**src/rtl/fp_op_sequencer_if.sv**
```systemverilog
// fp_op_sequencer_if: request/response valid-ready ports of the FP issue sequencer.
interface fp_op_sequencer_if;
   logic        req_valid;
   logic        req_ready;
   logic [2:0]  req_op;
   logic [31:0] req_a;
   logic [31:0] req_b;
   logic [3:0]  req_tag;
   logic        rsp_valid;
   logic        rsp_ready;
   logic [31:0] rsp_result;
   logic [3:0]  rsp_tag;
   logic [1:0]  rsp_err;
   modport master (
      output req_valid, req_op, req_a, req_b, req_tag, rsp_ready,
      input  req_ready, rsp_valid, rsp_result, rsp_tag, rsp_err
   );
   modport slave (
      input  req_valid, req_op, req_a, req_b, req_tag, rsp_ready,
      output req_ready, rsp_valid, rsp_result, rsp_tag, rsp_err
   );
endinterface

```
**src/rtl/fp_op_sequencer.sv**
```systemverilog
// fp_op_sequencer: queues FP requests, issues one at a time to the FP unit with a done timeout, returns tagged responses.
module fp_op_sequencer #(
   parameter int TIMEOUT    = 64,
   parameter int FIFO_DEPTH = 4
) (
   input  logic                 clock,
   input  logic                 reset_n,
   fp_op_sequencer_if.slave     bus,
   output logic [2:0]           fp_operation,
   output logic                 fp_clk_en,
   output logic [31:0]          fp_dataa,
   output logic [31:0]          fp_datab,
   input  logic [31:0]          fp_result,
   input  logic                 fp_done,
   output logic                 busy
);
   localparam int AW = $clog2(FIFO_DEPTH);
   localparam int CW = $clog2(TIMEOUT + 1);
   typedef enum logic [1:0] {IDLE, RUN, RESP} state_t;
   state_t state, next_state;
   logic [70:0] mem [FIFO_DEPTH];
   logic [70:0] head;
   logic [AW-1:0] wr_ptr, rd_ptr;
   logic [AW:0] count;
   logic [CW-1:0] cnt;
   logic push, pop, empty, full, legal, expired;
   assign head    = mem[rd_ptr];
   assign full    = count == (AW+1)'(FIFO_DEPTH);
   assign empty   = count == '0;
   assign push    = bus.req_valid && !full;
   assign pop     = state == IDLE && !empty;
   assign legal   = head[70:68] != 3'd2 && head[70:68] != 3'd7;
   assign expired = cnt == CW'(TIMEOUT - 1);
   always_ff @(posedge clock)
      state <= !reset_n ? IDLE : next_state;
   always_comb
      next_state = state == IDLE ? (empty ? IDLE : legal ? RUN : RESP)
                 : state == RUN  ? ((fp_done || expired) ? RESP : RUN)
                 : bus.rsp_ready ? IDLE : RESP;
   always_comb begin
      fp_clk_en     = state == RUN;
      bus.rsp_valid = state == RESP;
      bus.req_ready = !full;
      busy          = state != IDLE || !empty;
   end
   always_ff @(posedge clock)
      if (push) mem[wr_ptr] <= {bus.req_op, bus.req_a, bus.req_b, bus.req_tag};
   // fp_done only matters in RUN, so a stray done while disabled is ignored.
   always_ff @(posedge clock) begin
      if (!reset_n) begin
         wr_ptr         <= '0;
         rd_ptr         <= '0;
         count          <= '0;
         cnt            <= '0;
         fp_operation   <= '0;
         fp_dataa       <= '0;
         fp_datab       <= '0;
         bus.rsp_result <= '0;
         bus.rsp_tag    <= '0;
         bus.rsp_err    <= '0;
      end else begin
         wr_ptr <= wr_ptr + AW'(push);
         rd_ptr <= rd_ptr + AW'(pop);
         count  <= count + (AW+1)'(push) - (AW+1)'(pop);
         if (pop) begin
            bus.rsp_tag <= head[3:0];
            cnt         <= '0;
            if (legal) {fp_operation, fp_dataa, fp_datab} <= head[70:4];
            else begin
               bus.rsp_result <= '0;
               bus.rsp_err    <= 2'b01;
            end
         end
         if (state == RUN) begin
            if (fp_done) begin
               bus.rsp_result <= fp_result;
               bus.rsp_err    <= 2'b00;
            end else if (expired) begin
               bus.rsp_result <= '0;
               bus.rsp_err    <= 2'b10;
            end else cnt <= cnt + CW'(1);
         end
      end
   end
endmodule
```
**src/flat_wrapper.sv**
```systemverilog
// flat-port wrapper written by rule: the top's interface ports become plain ports
module fp_op_sequencer_flat 
#(
   parameter int TIMEOUT    = 64,
   parameter int FIFO_DEPTH = 4
)
  (clock, reset_n, fp_operation, fp_clk_en, fp_dataa, fp_datab, fp_result, fp_done, busy, bus_req_valid, bus_req_op, bus_req_a, bus_req_b, bus_req_tag, bus_rsp_ready, bus_req_ready, bus_rsp_valid, bus_rsp_result, bus_rsp_tag, bus_rsp_err);
  fp_op_sequencer_if bus_i ();
  input  logic clock;
  input  logic reset_n;
  output logic [2:0] fp_operation;
  output logic fp_clk_en;
  output logic [31:0] fp_dataa;
  output logic [31:0] fp_datab;
  input  logic [31:0] fp_result;
  input  logic fp_done;
  output logic busy;
  input wire logic [$bits(bus_i.req_valid)-1:0] bus_req_valid;
  input wire logic [$bits(bus_i.req_op)-1:0] bus_req_op;
  input wire logic [$bits(bus_i.req_a)-1:0] bus_req_a;
  input wire logic [$bits(bus_i.req_b)-1:0] bus_req_b;
  input wire logic [$bits(bus_i.req_tag)-1:0] bus_req_tag;
  input wire logic [$bits(bus_i.rsp_ready)-1:0] bus_rsp_ready;
  output wire logic [$bits(bus_i.req_ready)-1:0] bus_req_ready;
  output wire logic [$bits(bus_i.rsp_valid)-1:0] bus_rsp_valid;
  output wire logic [$bits(bus_i.rsp_result)-1:0] bus_rsp_result;
  output wire logic [$bits(bus_i.rsp_tag)-1:0] bus_rsp_tag;
  output wire logic [$bits(bus_i.rsp_err)-1:0] bus_rsp_err;
  assign bus_i.req_valid = bus_req_valid;
  assign bus_i.req_op = bus_req_op;
  assign bus_i.req_a = bus_req_a;
  assign bus_i.req_b = bus_req_b;
  assign bus_i.req_tag = bus_req_tag;
  assign bus_i.rsp_ready = bus_rsp_ready;
  assign bus_req_ready = bus_i.req_ready;
  assign bus_rsp_valid = bus_i.rsp_valid;
  assign bus_rsp_result = bus_i.rsp_result;
  assign bus_rsp_tag = bus_i.rsp_tag;
  assign bus_rsp_err = bus_i.rsp_err;
  fp_op_sequencer #(.TIMEOUT(TIMEOUT), .FIFO_DEPTH(FIFO_DEPTH)) u_core (.clock(clock), .reset_n(reset_n), .bus(bus_i), .fp_operation(fp_operation), .fp_clk_en(fp_clk_en), .fp_dataa(fp_dataa), .fp_datab(fp_datab), .fp_result(fp_result), .fp_done(fp_done), .busy(busy));
endmodule
```
**config.mk**
```make
export PLATFORM = sky130hd
export DESIGN_NAME = fp_op_sequencer_flat
export DESIGN_NICKNAME = d
export VERILOG_FILES = /design/src/rtl/fp_op_sequencer_if.sv /design/src/rtl/fp_op_sequencer.sv /design/src/flat_wrapper.sv
export SDC_FILE = /design/constraint.sdc
export NUM_CORES = 1
export LEC_CHECK = 0
export ABC_AREA = 1
export CAP_MARGIN = 15
export CORE_ASPECT_RATIO = 1.75
export CORE_UTILIZATION = 48
export CTS_CLUSTER_DIAMETER = 60
export DETAILED_ROUTE_END_ITERATION = 6
export GPL_TIMING_DRIVEN = 0
export HOLD_SLACK_MARGIN = 0.05
export PLACE_DENSITY = 0.8
export SLEW_MARGIN = 20
export SYNTH_ARGS = -nofsm -noshare
export SYNTH_HDL_FRONTEND = slang
export SYNTH_SLANG_ARGS = --single-unit
```
**constraint.sdc**
```tcl
create_clock -name clock -period 12.79 [get_ports clock]
set_input_delay 3.837 -clock clock [delete_from_list [all_inputs] [get_ports clock]]
set_output_delay 3.837 -clock clock [all_outputs]
set_load 0.01 [all_outputs]
```
==> impl_metrics.csv, run 1 <==
group,metric,value,unit
placed_design,dp_hpwl,26700,um
detailed_routing,drc_errors,0,
critical_path,crit_slowest_cell,"clkdlybuf4s50_1",
critical_path,r2r-start,"u_core.count[1]$_SDFF_PN0_",
critical_path,r2r_setup_slack,10.16,ns
floorplan,dieArea,0.0319,sq mm
floorplan,coreArea,0.0307,sq mm
detailed_routing,avgRoutedWirePerCell,19.1,um
cts,clkTransAtPathRegs,0.07,ns
critical_path,critPathTopFamily,"buffers and inverters",
timing,relSlewSlack,0.439,
synth,yosysWarningCount,0,
timing,hold_viol_final,0,
synth,syn-num-nets,1398,
critical_path,crit_chain,"clkdlybuf4s50_1, nand2_1, nor3_2, buf_4, buf_4, buf_4, buf_6, buf_4, buf_4",
flow_run,drv_cap,0,
cts,cts_num_sinks,405,
critical_path,arrival,6.03,ns
timing,period_needed,5.81,ns
cts,clockBufferDepth,3,
cts,cts_max_level,2,
critical_path,crit_type,"input port to flop",
cells_and_area,post-route-util,0.623,
timing,rsz0062_at_grt,"false",
global_route,grt_pass1_wl,58000,um
placed_design,gp_congestion,0.804,
floorplan,io_pins,217,
timing,slew_violations,0,
hold_path,min_path_type,"flop to flop",
global_route,grt_pass1_vias,11000,
global_route,antenna_found_initial,3,
cts,clock_latency,0.53,ns
cts,cts_setup_buffers,0,
placed_design,io_buffers,216,
critical_path,cp-start-kind,"input port",
floorplan,rows,85,
cts,cts_resized,0,
timing,setup_viol_count_final,0,
detailed_routing,vias,11000,
synth,ys_types,28,
cts,cts_hold_buf,0,
synth,ys_ff_latch,405,
synth,synthCells,1285,
hold_path,worstHoldEndpoint,"u_core.bus.rsp_err[0]$_SDFF_PN0_",
timing,tightest_slew,0.837,ns
timing,finalCritPeriodShare,0.454,
floorplan,floorplan.initialDensity,0.487,
cells_and_area,finalNetCount,1690,
synth,synth_area_per_cell,11.7,sq um
critical_path,timing.critical_path.mode_cell,"buf_4",
placed_design,pre_cts_ws,6.43,ns
critical_path,r2r_cells,10,
hold_path,min_path_cells,2,
timing,finalClockSkew,0.0108,ns
critical_path,r2r-end,"u_core.mem[3][32]$_DFFE_PP_",
synth,yosysSeqAreaShare,0.731,
detailed_routing,drtPass1Iterations,5,
cells_and_area,design_area,0.0191,sq mm
critical_path,endpoint_kind,"flop",
global_route,grt_overflow,0,
timing,whs,0.455,ns
power_and_ir_drop,ir_drop,0.000109,V
power_and_ir_drop,power_density,211,mW/mm^2
cells_and_area,area_growth,27.8,%
cts,clockRootBuffer,"clkbuf_16",
placed_design,placed_area,0.0180,sq mm
synth,syn_area,0.0150,sq mm
cts,cts_tree,"yes",
timing,max_freq,172,MHz
detailed_routing,routed_wl,38100,um
run_status,outcome,"finished clean",
detailed_routing,drt-initial-drc-count,798,
detailed_routing,viasPerCell,5.50,
cells_and_area,drive_above_1_share,0.0792,
global_route,grt_max_degree,18,
timing,fin_ws,6.98,ns
critical_path,critPathMaxStageDelay,0.46,ns
critical_path,required,13.02,ns
detailed_routing,antenna_left,0,
critical_path,worst-path-buf-inv,7,
floorplan,die_h,236,um
global_route,grt_use_total,0.239,
power_and_ir_drop,p_leak,6.61,nW
cts,numCtsBuffers,35,
floorplan,die_x,136,um
hold_path,min_from,"u_core.bus.rsp_err[0]$_SDFF_PN0_",
critical_path,crit_fanout,9,
## layout by cell type (no fill, tap or decap), types with 47 or more instances in the layout
cell type | synthesis | routed
clkdlybuf4s50_1 | 0 | 216
nand3_1 | 47 | 47
a21oi_1 | 109 | 109
o22ai_1 | 64 | 64
clkbuf_1 | 53 | 57
edfxtp_1 | 284 | 284
o21ai_0 | 142 | 142
dfxtp_1 | 121 | 121
nor2_1 | 156 | 156
nand2_1 | 213 | 213
## final cells by class
cell class	instances	area, sq um
Antenna cell	3	7.51
Timing Repair Buffer	255	2480
Multi-Input combinational cell	762	3540
Tap cell	391	489
Clock inverter	20	196
Sequential cell	405	11000
Inverter	34	128
Buffer	84	380
Clock buffer	43	968
Fill cell	2340	11600
## power by group
part | internal [W] | switching (W) | total [W]
clock network | 0.000620 | 0.000459 | 0.00108
registers | 0.00159 | 0.0000630 | 0.00165
logic | 0.000466 | 0.000833 | 0.00130
## worst max-delay path by stage
stage / cells after the start / to / slack (ns) / start
after floorplan: 2 / u_core.mem[0][0]$_DFFE_PP_ / 3.44 / bus_req_valid
after global placement: 3 / u_core.mem[0][33]$_DFFE_PP_ / -0.99 / bus_req_valid
after detailed placement: 9 / u_core.mem[3][34]$_DFFE_PP_ / 6.43 / bus_req_valid
after CTS: 9 / u_core.mem[3][30]$_DFFE_PP_ / 6.98 / bus_req_valid
after global routing: 9 / u_core.mem[3][14]$_DFFE_PP_ / 6.85 / bus_req_valid
final: 9 / u_core.mem[3][32]$_DFFE_PP_ / 6.98 / bus_req_valid
## cell families after synthesis
logic type / share of synthesized area
adder cells (fa/ha/maj): 0.00468
buffers and inverters: 0.0339
AO/OA/AOI/OAI: 0.115
AND/OR/NAND/NOR: 0.113
flip-flops: 0.731
XOR/XNOR: 0.00234
## stage by stage
stage | instances | power [W] | TNS, ns
after floorplan | 1285 | 0.00243 | 0
after CTS | 1994 | 0.00404 | 0
final | 1997 | 0.00403 | 0
after global placement | 1892 | 0.00293 | -268.37
after detailed placement | 1931 | 0.00297 | 0
after global routing | 1997 | 0.00423 | 0
## worst reg2reg max path: stages (launching register included)
cell	delay, ns
dfxtp_1	0.37
inv_1	0.09
nand3_1	0.12
nand2_1	0.17
nor3_2	0.34
buf_4	0.27
buf_4	0.22
buf_4	0.19
buf_6	0.15
buf_4	0.19
buf_4	0.22
## routing by layer
layer | GRT usage | up-vias | share of wire
met5 | 0 | - | 0
met4 | 0.124 | 0 | 0.040
met3 | 0.0416 | 87 | 0.072
met2 | 0.436 | 518 | 0.53
met1 | 0.261 | 5262 | 0.36
li1 | - | 5124 | -
## flip-flops by register name (all words and copies together), names as in the netlist
name                   count
u_core.bus.rsp_err         2
u_core.fp_operation        3
u_core.fp_dataa           32
u_core.wr_ptr              2
u_core.bus.rsp_tag         4
u_core.bus.rsp_result     32
u_core.cnt                 7
u_core.count               3
u_core.rd_ptr              2
u_core.state               2
u_core.fp_datab           32
u_core.mem               284
## cells in the mapped netlist
master / count / area, sq um
edfxtp_1: 284 / 8530
nand2_1: 213 / 800
nor2_1: 156 / 586
o21ai_0: 142 / 711
dfxtp_1: 121 / 2420
a21oi_1: 109 / 546
o22ai_1: 64 / 400
clkbuf_1: 53 / 199
nand3_1: 47 / 235
inv_1: 30 / 113
buf_2: 18 / 90.1
a31oi_1: 6 / 37.5
buf_1: 6 / 22.5
buf_6: 5 / 56.3
nor3_1: 5 / 25.0
ha_1: 4 / 50.1
inv_2: 4 / 15.0
o21ai_1: 4 / 20.0
xnor2_1: 4 / 35.0
or2_2: 2 / 12.5
buf_4: 1 / 7.51
clkbuf_2: 1 / 5.00
fa_1: 1 / 20.0
nand2_2: 1 / 6.26
nand3_2: 1 / 10.0
nand3b_1: 1 / 7.51
nand4_1: 1 / 6.26
o21ai_2: 1 / 8.76
No activity file was read; power rests on OpenSTA's default activity.
==> run 2, diff against run 1 <==
Settings changed: PLACE_DENSITY 0.8 to 0.83.
Clock period 12.79 ns to 4.7 ns, I/O delays scaled along.
==> run 2 against run 1 <==
First-iteration DRC count up 22%. Final area up 0.54%. Routed wire length up 5.4%. Sequential power rose to 2.7 times the previous value. Global-route usage up 1.2 points. Power rose to 2.8 times the previous value. Clock-buffer cell count down 3. Critical path type unchanged. Largest power group unchanged. Highest routed layer unchanged.
==> impl_metrics.csv, run 2 (same netlist as run 1, synthesis figures left out) <==
group,metric,value,unit
cells_and_area,regMostFlops,"u_core.mem",
cells_and_area,layout_common_cells,"edfxtp_1, clkdlybuf4s50_1, nand2_1, nor2_1, o21ai_0",
critical_path,crit_slowest_cell,"nor3_4",
detailed_routing,drt-initial-drc-count,974,
global_route,use_met3,0.0457,
cells_and_area,drive_above_1_share,0.0738,
floorplan,die_x,136,um
critical_path,arrival,3.48,ns
cts,cts_hold_buf,0,
hold_path,min_path_type,"flop to flop",
cells_and_area,area_growth,28.5,%
cts,cts_setup_buffers,0,
timing,finalCritPeriodShare,0.689,
critical_path,crit_chain,"clkdlybuf4s50_1, nand2_1, nor3_4, buf_8, buf_8, buf_8",
timing,tightest_slew,0.845,ns
timing,whs,0.448,ns
power_and_ir_drop,pwr-share-comb,0.323,
global_route,grt_overflow,0,
critical_path,timing.critical_path.mode_cell,"buf_8",
cts,cts_resized,0,
detailed_routing,vias,11100,
cts,numCtsBuffers,35,
critical_path,cp-start-kind,"input port",
power_and_ir_drop,p_switching,0.00384,W
timing,max_freq,309,MHz
critical_path,crit_type,"input port to flop",
cts,cts_max_level,2,
detailed_routing,antenna_left,0,
detailed_routing,drc_errors,0,
power_and_ir_drop,pwr-share-clk,0.273,
global_route,grtUsageMet1,0.268,
power_and_ir_drop,p_int,0.00732,W
power_and_ir_drop,power,0.0112,W
cts,clockRootBuffer,"clkbuf_16",
global_route,grt_max_degree,19,
cts,clock_latency,0.56,ns
global_route,grt_use_total,0.251,
critical_path,required,4.94,ns
cts,cts_tree,"yes",
detailed_routing,drtPass1Iterations,6,
global_route,grt_pass1_vias,11400,
power_and_ir_drop,swShare,0.344,
flow_run,drv_cap,0,
critical_path,endpoint_kind,"flop",
cells_and_area,finalNetCount,1672,
hold_path,min_path_cells,2,
critical_path,crit_fanout,14,
power_and_ir_drop,seqPwrFrac,0.404,
floorplan,io_pins,217,
cts,clkTransAtPathRegs,0.06,ns
cts,cts_num_sinks,405,
critical_path,r2r-start,"u_core.count[1]$_SDFF_PN0_",
critical_path,critPathMaxStageDelay,0.72,ns
timing,finalClockSkew,0.0217,ns
detailed_routing,viasPerCell,5.58,
placed_design,dp_hpwl,27700,um
floorplan,coreArea,0.0307,sq mm
timing,hold_viol_final,0,
timing,slew_violations,0,
global_route,grt.busiest_layer,"met2",
run_status,outcome,"finished clean",
global_route,grt_pass1_wl,60400,um
cells_and_area,final_common_cell,"edfxtp_1",
power_and_ir_drop,power_density,580,mW/mm^2
detailed_routing,avgRoutedWirePerCell,20.3,um
placed_design,gp_congestion,0.810,
placed_design,io_buffers,216,
timing,period_needed,3.24,ns
floorplan,die_h,236,um
global_route,grt_use_met2,0.456,
floorplan,dieArea,0.0319,sq mm
floorplan,floorplan.initialDensity,0.487,
power_and_ir_drop,p_leak,6.60,nW
timing,rsz0062_at_grt,"false",
timing,relSlewSlack,0.435,
cts,clockBufferDepth,3,
power_and_ir_drop,ir_drop,0.000363,V
critical_path,r2r_cells,7,
floorplan,rows,85,
detailed_routing,routed_wl,40200,um
cells_and_area,largest_reg_flops,284,
hold_path,min_from,"u_core.bus.rsp_err[0]$_SDFF_PN0_",
critical_path,crit_path_start,"bus_req_valid",
timing,setup_viol_count_final,0,
global_route,antenna_found_initial,8,
## run 2: final timing paths
kind | end | slack, ns
min reg2reg | u_core.bus.rsp_err[0]$_SDFF_PN0_ | 0.45
max reg2reg | u_core.mem[1][34]$_DFFE_PP_ | 2.19
max | u_core.mem[1][34]$_DFFE_PP_ | 1.46
min | u_core.bus.rsp_err[0]$_SDFF_PN0_ | 0.45
## run 2: stage by stage
step                setup slack (ns)  area, sq um  setup TNS, ns   util  cells
global placement               -2.80        17600        -773.65  0.574   1892
detailed placement             0.909        18000              0  0.586   1913
finish                          1.46        19200              0  0.626   1984
global route                    1.38        19200              0  0.626   1984
CTS                             1.46        19200              0  0.625   1977
floorplan                    -0.0905        15000         -25.70      -   1285
## run 2: worst max-delay path, delay by kind of cell
kind | cells | cell delay (ns)
simple gates | 2 | 0.94
buf+inv | 4 | 1.09
## run 2: cell type report
class / instances / area [sq um]
clock inverters: 24 / 273
multi-input cells: 762 / 3560
flip-flops and latches: 405 / 11000
diodes: 7 / 17.5
well taps: 391 / 489
plain buffers: 84 / 380
fillers: 2213 / 11500
inverters: 34 / 128
clock buffers: 40 / 926
repair buffers: 237 / 2510
## run 2: power groups by stage
| stage | registers (W) | logic, W | clock network [W] |
|---|---|---|---|
| finish | 0.00451 | 0.00360 | 0.00304 |
| global route | 0.00454 | 0.00390 | 0.00319 |
| CTS | 0.00451 | 0.00359 | 0.00306 |
| detailed placement | 0.00458 | 0.00355 | 0 |
| global placement | 0.00460 | 0.00333 | 0 |
| floorplan | 0.00464 | 0.00196 | 0 |
## run 2: routing by layer
| metal | vias to the layer above | share of wire |
|---|---|---|
| li1 | 5090 | - |
| met1 | 5365 | 0.35 |
| met2 | 513 | 0.54 |
| met3 | 110 | 0.070 |
| met4 | 0 | 0.044 |
| met5 | - | 0 |
